File: config.mk
export PLATFORM = sky130hd
export DESIGN_NAME = data_ram_port_arbiter_flat
export DESIGN_NICKNAME = d
export VERILOG_FILES = /design/src/rtl/data_ram_port_arbiter_if.sv /design/src/rtl/data_ram_port_arbiter.sv /design/src/flat_wrapper.sv
export SDC_FILE = /design/constraint.sdc
export NUM_CORES = 1
export LEC_CHECK = 0
export ABC_CLOCK_PERIOD_IN_PS = 1900
export CORE_AREA = 8 8 222 224
export DETAILED_ROUTE_END_ITERATION = 12
export DIE_AREA = 0 0 230 232
export GPL_TIMING_DRIVEN = 0
export PLACE_DENSITY = 0.59
export RECOVER_POWER = 100
export SYNTH_ARGS = -nofsm -noshare
export SYNTH_HDL_FRONTEND = slang
export SYNTH_SLANG_ARGS = --single-unit
File: constraint.sdc
create_clock -name i_clk -period 1.9 [get_ports i_clk]
set_clock_uncertainty 0.1 [all_clocks]
set_input_delay 0.38 -clock i_clk [delete_from_list [all_inputs] [get_ports i_clk]]
set_output_delay 0.38 -clock i_clk [all_outputs]
set_load 0.02 [all_outputs]
File: src/rtl/data_ram_port_arbiter_if.sv
// Signal bundle shared by the core memory stage, the auxiliary master,
// the data-RAM arbiter and the data RAM itself.
interface data_ram_port_arbiter_if #(parameter int DW = 64);
    logic          i_core_req, i_core_we, i_core_store_byte, i_core_store_half;
    logic [DW-1:0] i_core_addr, i_core_wdata;
    logic          o_core_ack, o_core_stall;
    logic [DW-1:0] o_core_rdata;

    logic          i_aux_req, i_aux_we, i_aux_store_byte, i_aux_store_half, i_aux_lock;
    logic [DW-1:0] i_aux_addr, i_aux_wdata;
    logic          o_aux_ack;
    logic [DW-1:0] o_aux_rdata;

    logic          o_mem_write, o_store_byte, o_store_half;
    logic [DW-1:0] o_mem_addr, o_mem_data, i_mem_rdata;

    // arbiter side
    modport slave (
        input  i_core_req, i_core_we, i_core_addr, i_core_wdata, i_core_store_byte, i_core_store_half,
        output o_core_ack, o_core_rdata, o_core_stall,
        input  i_aux_req, i_aux_we, i_aux_addr, i_aux_wdata, i_aux_store_byte, i_aux_store_half, i_aux_lock,
        output o_aux_ack, o_aux_rdata,
        output o_mem_write, o_mem_addr, o_mem_data, o_store_byte, o_store_half,
        input  i_mem_rdata
    );

    // requester / RAM side
    modport master (
        output i_core_req, i_core_we, i_core_addr, i_core_wdata, i_core_store_byte, i_core_store_half,
        input  o_core_ack, o_core_rdata, o_core_stall,
        output i_aux_req, i_aux_we, i_aux_addr, i_aux_wdata, i_aux_store_byte, i_aux_store_half, i_aux_lock,
        input  o_aux_ack, o_aux_rdata,
        input  o_mem_write, o_mem_addr, o_mem_data, o_store_byte, o_store_half,
        output i_mem_rdata
    );
endinterface

File: src/rtl/data_ram_port_arbiter.sv
// Round-robin arbiter sharing the single data-RAM port between the core memory
// stage and an auxiliary master, with a bounded aux lock burst.
module data_ram_port_arbiter #(
    parameter logic [1:0] XLEN      = 2'b10,
    parameter int         MAX_BURST = 8,
    parameter int         CNT_W     = 4
) (
    input  logic                    i_clk,
    input  logic                    i_rst,
    input  logic                    i_clk_en,
    data_ram_port_arbiter_if.slave  bus
);
    localparam int DW = 1 << (XLEN + 4);
    localparam logic [CNT_W-1:0] MAX_CNT = CNT_W'(MAX_BURST);

    localparam logic [1:0] S_IDLE = 2'd0;
    localparam logic [1:0] S_CORE = 2'd1;
    localparam logic [1:0] S_AUX  = 2'd2;

    logic [1:0]       state, nxt_state;
    logic             last_aux;
    logic [CNT_W-1:0] burst_cnt;
    logic             cmd_we, cmd_byte, cmd_half;
    logic [DW-1:0]    cmd_addr, cmd_wdata;
    logic             core_ack, aux_ack;
    logic [DW-1:0]    core_rdata, aux_rdata;
    logic             grant_core, grant_aux, burst_ok, busy;

    assign burst_ok = bus.i_aux_lock && (burst_cnt < MAX_CNT);

    // The requester being served in CORE/AUX is never eligible at its exit edge:
    // its req still belongs to the transaction being acknowledged.
    always_comb begin
        grant_core = 1'b0;
        grant_aux  = 1'b0;
        case (state)
            S_IDLE: begin
                if (bus.i_core_req && bus.i_aux_req) begin
                    if (burst_ok || !last_aux) grant_aux  = 1'b1;
                    else                       grant_core = 1'b1;
                end else begin
                    grant_core = bus.i_core_req;
                    grant_aux  = bus.i_aux_req;
                end
            end
            S_CORE:  grant_aux  = bus.i_aux_req;
            S_AUX:   grant_core = bus.i_core_req && !burst_ok;
            default: ;
        endcase
        nxt_state = grant_core ? S_CORE : (grant_aux ? S_AUX : S_IDLE);
    end

    always_ff @(posedge i_clk) begin
        if (i_rst) begin
            state      <= S_IDLE;
            last_aux   <= 1'b1;
            burst_cnt  <= '0;
            cmd_we     <= 1'b0;
            cmd_byte   <= 1'b0;
            cmd_half   <= 1'b0;
            cmd_addr   <= '0;
            cmd_wdata  <= '0;
            core_ack   <= 1'b0;
            aux_ack    <= 1'b0;
            core_rdata <= '0;
            aux_rdata  <= '0;
        end else if (i_clk_en) begin
            state    <= nxt_state;
            core_ack <= (state == S_CORE);
            aux_ack  <= (state == S_AUX);
            if (state == S_CORE) core_rdata <= bus.i_mem_rdata;
            if (state == S_AUX)  aux_rdata  <= bus.i_mem_rdata;
            if (grant_core) begin
                cmd_we    <= bus.i_core_we;
                cmd_addr  <= bus.i_core_addr;
                cmd_wdata <= bus.i_core_wdata;
                cmd_byte  <= bus.i_core_store_byte;
                cmd_half  <= bus.i_core_store_half;
                last_aux  <= 1'b0;
            end else if (grant_aux) begin
                cmd_we    <= bus.i_aux_we;
                cmd_addr  <= bus.i_aux_addr;
                cmd_wdata <= bus.i_aux_wdata;
                cmd_byte  <= bus.i_aux_store_byte;
                cmd_half  <= bus.i_aux_store_half;
                last_aux  <= 1'b1;
            end
            // Burst counts only aux grants that actually keep the core waiting.
            if (!bus.i_aux_lock || grant_core)
                burst_cnt <= '0;
            else if (grant_aux && bus.i_core_req && burst_cnt != MAX_CNT)
                burst_cnt <= burst_cnt + 1'b1;
        end
    end

    assign busy = (state == S_CORE) || (state == S_AUX);

    assign bus.o_mem_write  = busy && cmd_we && !i_rst;
    assign bus.o_store_byte = busy && cmd_byte;
    assign bus.o_store_half = busy && cmd_half;
    assign bus.o_mem_addr   = cmd_addr;
    assign bus.o_mem_data   = cmd_wdata;
    assign bus.o_core_ack   = core_ack;
    assign bus.o_aux_ack    = aux_ack;
    assign bus.o_core_rdata = core_rdata;
    assign bus.o_aux_rdata  = aux_rdata;
    assign bus.o_core_stall = bus.i_core_req && !core_ack;
endmodule

File: src/flat_wrapper.sv
// flat-port wrapper written by rule: the top's interface ports become plain ports
module data_ram_port_arbiter_flat 
#(
    parameter logic [1:0] XLEN      = 2'b10,
    parameter int         MAX_BURST = 8,
    parameter int         CNT_W     = 4
)
  (i_clk, i_rst, i_clk_en, bus_i_core_req, bus_i_core_we, bus_i_core_addr, bus_i_core_wdata, bus_i_core_store_byte, bus_i_core_store_half, bus_o_core_ack, bus_o_core_rdata, bus_o_core_stall, bus_i_aux_req, bus_i_aux_we, bus_i_aux_addr, bus_i_aux_wdata, bus_i_aux_store_byte, bus_i_aux_store_half, bus_i_aux_lock, bus_o_aux_ack, bus_o_aux_rdata, bus_o_mem_write, bus_o_mem_addr, bus_o_mem_data, bus_o_store_byte, bus_o_store_half, bus_i_mem_rdata);
  data_ram_port_arbiter_if #(.DW(64)) bus_i ();
  input  logic i_clk;
  input  logic i_rst;
  input  logic i_clk_en;
  input wire logic [$bits(bus_i.i_core_req)-1:0] bus_i_core_req;
  input wire logic [$bits(bus_i.i_core_we)-1:0] bus_i_core_we;
  input wire logic [$bits(bus_i.i_core_addr)-1:0] bus_i_core_addr;
  input wire logic [$bits(bus_i.i_core_wdata)-1:0] bus_i_core_wdata;
  input wire logic [$bits(bus_i.i_core_store_byte)-1:0] bus_i_core_store_byte;
  input wire logic [$bits(bus_i.i_core_store_half)-1:0] bus_i_core_store_half;
  output wire logic [$bits(bus_i.o_core_ack)-1:0] bus_o_core_ack;
  output wire logic [$bits(bus_i.o_core_rdata)-1:0] bus_o_core_rdata;
  output wire logic [$bits(bus_i.o_core_stall)-1:0] bus_o_core_stall;
  input wire logic [$bits(bus_i.i_aux_req)-1:0] bus_i_aux_req;
  input wire logic [$bits(bus_i.i_aux_we)-1:0] bus_i_aux_we;
  input wire logic [$bits(bus_i.i_aux_addr)-1:0] bus_i_aux_addr;
  input wire logic [$bits(bus_i.i_aux_wdata)-1:0] bus_i_aux_wdata;
  input wire logic [$bits(bus_i.i_aux_store_byte)-1:0] bus_i_aux_store_byte;
  input wire logic [$bits(bus_i.i_aux_store_half)-1:0] bus_i_aux_store_half;
  input wire logic [$bits(bus_i.i_aux_lock)-1:0] bus_i_aux_lock;
  output wire logic [$bits(bus_i.o_aux_ack)-1:0] bus_o_aux_ack;
  output wire logic [$bits(bus_i.o_aux_rdata)-1:0] bus_o_aux_rdata;
  output wire logic [$bits(bus_i.o_mem_write)-1:0] bus_o_mem_write;
  output wire logic [$bits(bus_i.o_mem_addr)-1:0] bus_o_mem_addr;
  output wire logic [$bits(bus_i.o_mem_data)-1:0] bus_o_mem_data;
  output wire logic [$bits(bus_i.o_store_byte)-1:0] bus_o_store_byte;
  output wire logic [$bits(bus_i.o_store_half)-1:0] bus_o_store_half;
  input wire logic [$bits(bus_i.i_mem_rdata)-1:0] bus_i_mem_rdata;
  assign bus_i.i_core_req = bus_i_core_req;
  assign bus_i.i_core_we = bus_i_core_we;
  assign bus_i.i_core_addr = bus_i_core_addr;
  assign bus_i.i_core_wdata = bus_i_core_wdata;
  assign bus_i.i_core_store_byte = bus_i_core_store_byte;
  assign bus_i.i_core_store_half = bus_i_core_store_half;
  assign bus_o_core_ack = bus_i.o_core_ack;
  assign bus_o_core_rdata = bus_i.o_core_rdata;
  assign bus_o_core_stall = bus_i.o_core_stall;
  assign bus_i.i_aux_req = bus_i_aux_req;
  assign bus_i.i_aux_we = bus_i_aux_we;
  assign bus_i.i_aux_addr = bus_i_aux_addr;
  assign bus_i.i_aux_wdata = bus_i_aux_wdata;
  assign bus_i.i_aux_store_byte = bus_i_aux_store_byte;
  assign bus_i.i_aux_store_half = bus_i_aux_store_half;
  assign bus_i.i_aux_lock = bus_i_aux_lock;
  assign bus_o_aux_ack = bus_i.o_aux_ack;
  assign bus_o_aux_rdata = bus_i.o_aux_rdata;
  assign bus_o_mem_write = bus_i.o_mem_write;
  assign bus_o_mem_addr = bus_i.o_mem_addr;
  assign bus_o_mem_data = bus_i.o_mem_data;
  assign bus_o_store_byte = bus_i.o_store_byte;
  assign bus_o_store_half = bus_i.o_store_half;
  assign bus_i.i_mem_rdata = bus_i_mem_rdata;
  data_ram_port_arbiter #(.XLEN(XLEN), .MAX_BURST(MAX_BURST), .CNT_W(CNT_W)) u_core (.i_clk(i_clk), .i_rst(i_rst), .i_clk_en(i_clk_en), .bus(bus_i));
endmodule
After elaboration in Yosys (flattened, before gate mapping)
Cells that the tools add are included.

Flip-flop bits (word level): 268. Input port bits: 332. Output and inout port bits: 262. Word-level logic and storage cells: 64.

Add/sub/neg operators: 1. $lt $le $gt $ge: 1. Equal/unequal tests: 3. Muxes and demuxes: 22. Reductions and logical operators: 25.

Operator list (number): 64-bit 2-to-1 mux (4); 1-bit 2-to-1 mux (12); 1-bit logical AND (10); 4-bit 2-to-1 mux (2); 2-bit AND reduction (4); 1-bit zero test (5); 4-bit by 1-bit adder with 4-bit output, second input constant (1); 4-bit less-than comparator, second input constant (1); 2-bit 2-to-1 mux (2); 4-bit != test, second input constant (1); 1-bit case mux with 2 select lines (2); 2-bit nonzero test (2); 1-bit logical OR (3); 2-bit by 1-bit == test with 1-bit output, second input constant (1); 2-bit == test, second input constant (1); 2-bit zero test (1).

Depth between registers and ports, before layout
Word-level depth: 10. Mapped depth: 9. Depth with buffers taken out: 6.

Worst setup path before layout
No wires, ideal clock.

Path kind: register -> register. Start: reg u_core.state[0]. End: reg u_core.cmd_wdata[55], in the netlist u_core.bus.o_mem_data[55]. Setup time: 0.089 ns. Data arrival time: 1.683 ns. Required time: 1.711 ns. Setup slack: 0.028 ns. Cell stages (with the launch flop): 9. Path buffers: 2. Clock period less this slack: 1.872 ns. Cells stage by stage: dfxtp_1 > inv_1 > ha_1 > a21oi_1 > o21a_1 > buf_4 > buf_2 > o21ai_0 > a311oi_2.

Word-level cells in the longest chain between the ends: 4. Elaborated cells on any way between the ends: 8. Those cells by class: 2 x eq/ne; 3 x mux; 3 x reduce/logical.

Ends and longest elaborated chain: from (decl) (RTL line data_ram_port_arbiter.sv:20) `logic [1:0] state, nxt_state;`; from (signal assigned) (RTL line data_ram_port_arbiter.sv:68) `state <= nxt_state;`; 2-bit by 1-bit == test with 1-bit output (tied with other cells) (RTL line data_ram_port_arbiter.sv:36) `case (state)`; 1-bit case mux with 2 select lines (RTL line data_ram_port_arbiter.sv:36); 2-bit nonzero test (no line); 2-bit AND reduction (no line); to (signal assigned) (RTL line data_ram_port_arbiter.sv:76) `cmd_wdata <= bus.i_core_wdata;`; to (signal assigned) (RTL line data_ram_port_arbiter.sv:83) `cmd_wdata <= bus.i_aux_wdata;`; to (decl) (RTL line data_ram_port_arbiter.sv:24) `logic [DW-1:0] cmd_addr, cmd_wdata;`.

Several ways; a longest one is shown, not always the timed one. A chain may end at the register's enable or synchronous reset.

Worst setup path in the final report
Start: reg u_core.state[1]. End: reg u_core.cmd_wdata[33], in the netlist u_core.bus.o_mem_data[33].

The elaborated chain is that of the path after synthesis.

==> run metrics <==
# hold bufs at CTS 0; top cell type's share of synthesized area 45.6%; CTS buffer count 34; FP Rows 79; CP startpoint kind flop; achievable clock frequency 489 MHz; failing checks setup timing; ys flop type dfxtp_1; routability cong. 0.889; routed wire length 64,300 um; leak pwr 8.72 nW; Power Density 788 nW/um2; core area 45,900 um2; #FFs+latches synth 268; first-pass GRT wire length 91,600 um; Final Max Slew Viols 0; RSZ-0062 raised after global routing yes; slew at the pin with the worst max-slew slack 815 ps; Final Hold Vio Count 0; pre-CTS WS -1560 ps; met2 usage 37.7%; clk sinks 268; Total Power 17.5 mW; CP Max Fanout 6; Ys Warns 0; run status finished with violations; M1 GR Usage 25.3%; most frequent cell after synthesis dfxtp_1; Routed wire per std cell 23.5 um; via/cell ratio 5.10; hold slack 329 ps; Die H 232 um; cell count of the worst reg-to-reg path 10; critical path type reg2reg; first drt pass iteration count 5; Seq/Total Area, Yosys 45.6%; Post-Synthesis Cells 1,397; grt ovf 0; final setup fails 181; EDFF count, synth 0; H-Tree Depth 2; Global Route Usage Sum 22.0%; GR peak layer met2; min Tclk post-route 2040 ps; largest net degree at the start of global routing 20; DRC 0; async set or reset register ratio after synthesis 0%; Via Count 13,900; commonest cells in the netlist 268 x dfxtp_1, 267 x a21oi_1, 263 x nand2_1; Max VDD drop 0.453 mV; met3 usage 7.84%; I/O pin cnt 594; Worst Setup End Kind flop; synthesized cell area 11,800 um2; starting density of the core 25.7%; Iter 0 DRT Violations 788; Die X-Extent 230 um; Root Buffer clkbuf_16; Worst-Skew Late Latency 520 ps; Syn Area/Cell 8.42 um2; share of cells above drive strength 1 23.2%; type of the most critical hold path in2reg; Area Growth Syn to Fin 89.2%; hold path depth 3; Die Area 53,400 um2; HPWL Detailed 47,300 um; CTS tree built; Final period util 108%; syn_nets 1,734; Critical Path RT 2250 ps; Max-slew headroom 45.7%; Antenna Nets Post-Route 0; Area contributors post-synth dfxtp_1 46%, a311oi_2 11%, a21oi_1 11%, nand2_1 8.4%, nand3_1 5.7%; Reg clk slew, reported paths 60 ps; Max-Cap Viols 0; Final nets 2,436; utilization after layout 48.5%; CTS max path bufs 3; initial antenna violation count 14; IO buf count 592; Yosys cell types 32; # fillers 4,412; Setup WS post-layout -144 ps; CP Data Arrival Time 2390 ps; via count of the first global-routing pass 14,300; area leader, netlist dfxtp_1
==> final cells by class <==
type                    instances  area (um2)  area share [%]
repair buffers                671        7020            31.5
well taps                     607         759            3.41
diodes                          7        17.5          0.0787
clock inverters                 6        40.0           0.180
multi-input cells             965        6650            29.8
inverters                       7        31.3           0.140
clock buffers                  49        1020            4.59
flip-flops and latches        268        5370            24.1
plain buffers                 152        1370            6.13
==> layout by cell type (no fill, tap or decap), types with 20 or more instances in the layout <==
cell / n
clkbuf_2: 30
clkbuf_1: 58
o21ai_0: 96
buf_6: 20
clkbuf_16: 55
a311oi_2: 128
buf_4: 23
nand3_1: 100
dlygate4sd2_1: 259
a21oi_2: 35
nand2_1: 260
buf_12: 34
dfxtp_1: 266
a21oi_1: 214
clkdlybuf4s50_1: 329
buf_8: 25
nand3_2: 28
==> critical path, cell delays in order, from the launching register on <==
cell and delay, ps:
dfxtp_2 330, inv_2 80, ha_4 170, a21oi_4 70
buf_12 130, o21ai_4 190, buf_12 160, clkbuf_16 170
buf_8 140, nand3_1 120, a311oi_2 280
==> metal layers <==
metal	vias up	part of all wire, %
met4	14	3.5
met3	124	8.2
met1	6720	39
met2	583	49
met5	-	0.14
li1	6500	-
==> per-stage QoR <==
| step | instances | instance area (um2) | setup TNS, ps |
|---|---|---|---|
| 2_1_floorplan | 1397 | 11800 | 0 |
| 3_3_place_gp | 2596 | 18500 | -290560 |
| 3_5_place_dp | 2596 | 18500 | -292650 |
| 4_1_cts | 2704 | 21100 | -13170 |
| 5_1_grt | 2731 | 22300 | -33470 |
| 6_report | 2732 | 22300 | -12100 |
==> report_power, final <==
part	internal [mW]	total, mW	switching [mW]	leakage (nW)
sequential	5.97	6.18	0.218	2.19
clock	3.72	6.27	2.55	0.521
combinational	2.53	5.09	2.56	6.01
total	12.2	17.5	5.33	8.72
==> what timing repair did <==
action | CTS | global route
gates resized for setup | 606 | 220
pin swaps | 51 | 82
gates cloned | 21 | 17
setup endpoints to repair | 530 | 259
hold endpoints to repair | 0 | 0
setup buffers | 36 | 10
==> sequential cells by signal, summed over array words and instances (netlist names) <==
register	cells
u_core.burst_cnt	4
u_core.bus.o_aux_ack	1
u_core.bus.o_aux_rdata	64
u_core.bus.o_core_ack	1
u_core.bus.o_core_rdata	64
u_core.bus.o_mem_addr	64
u_core.bus.o_mem_data	64
u_core.cmd_byte	1
u_core.cmd_half	1
u_core.cmd_we	1
u_core.last_aux	1
u_core.state	2
==> cells by family after synthesis <==
kind of cell    count (synthesis)  share of synthesized area, %
buf+inv                       164                          6.28
flops                         268                          45.6
fa+ha+maj                       5                         0.532
simple gates                  414                          15.0
compound gates                546                          32.6
==> path summary, 6_finish.rpt <==
path,startpoint,end,slack (ps)
worst max-delay path,u_core.state[1]$_SDFFE_PP0P_,u_core.bus.o_mem_data[33]$_SDFFE_PP0P_,-140
worst min-delay path,bus_i_mem_rdata[19],u_core.bus.o_core_rdata[19]$_SDFFE_PP0P_,330
worst max register to register,u_core.state[1]$_SDFFE_PP0P_,u_core.bus.o_mem_data[33]$_SDFFE_PP0P_,-140
worst min register to register,u_core.bus.o_core_rdata[18]$_SDFFE_PP0P_,u_core.bus.o_core_rdata[18]$_SDFFE_PP0P_,350
Power figures use the tool's default switching activity.
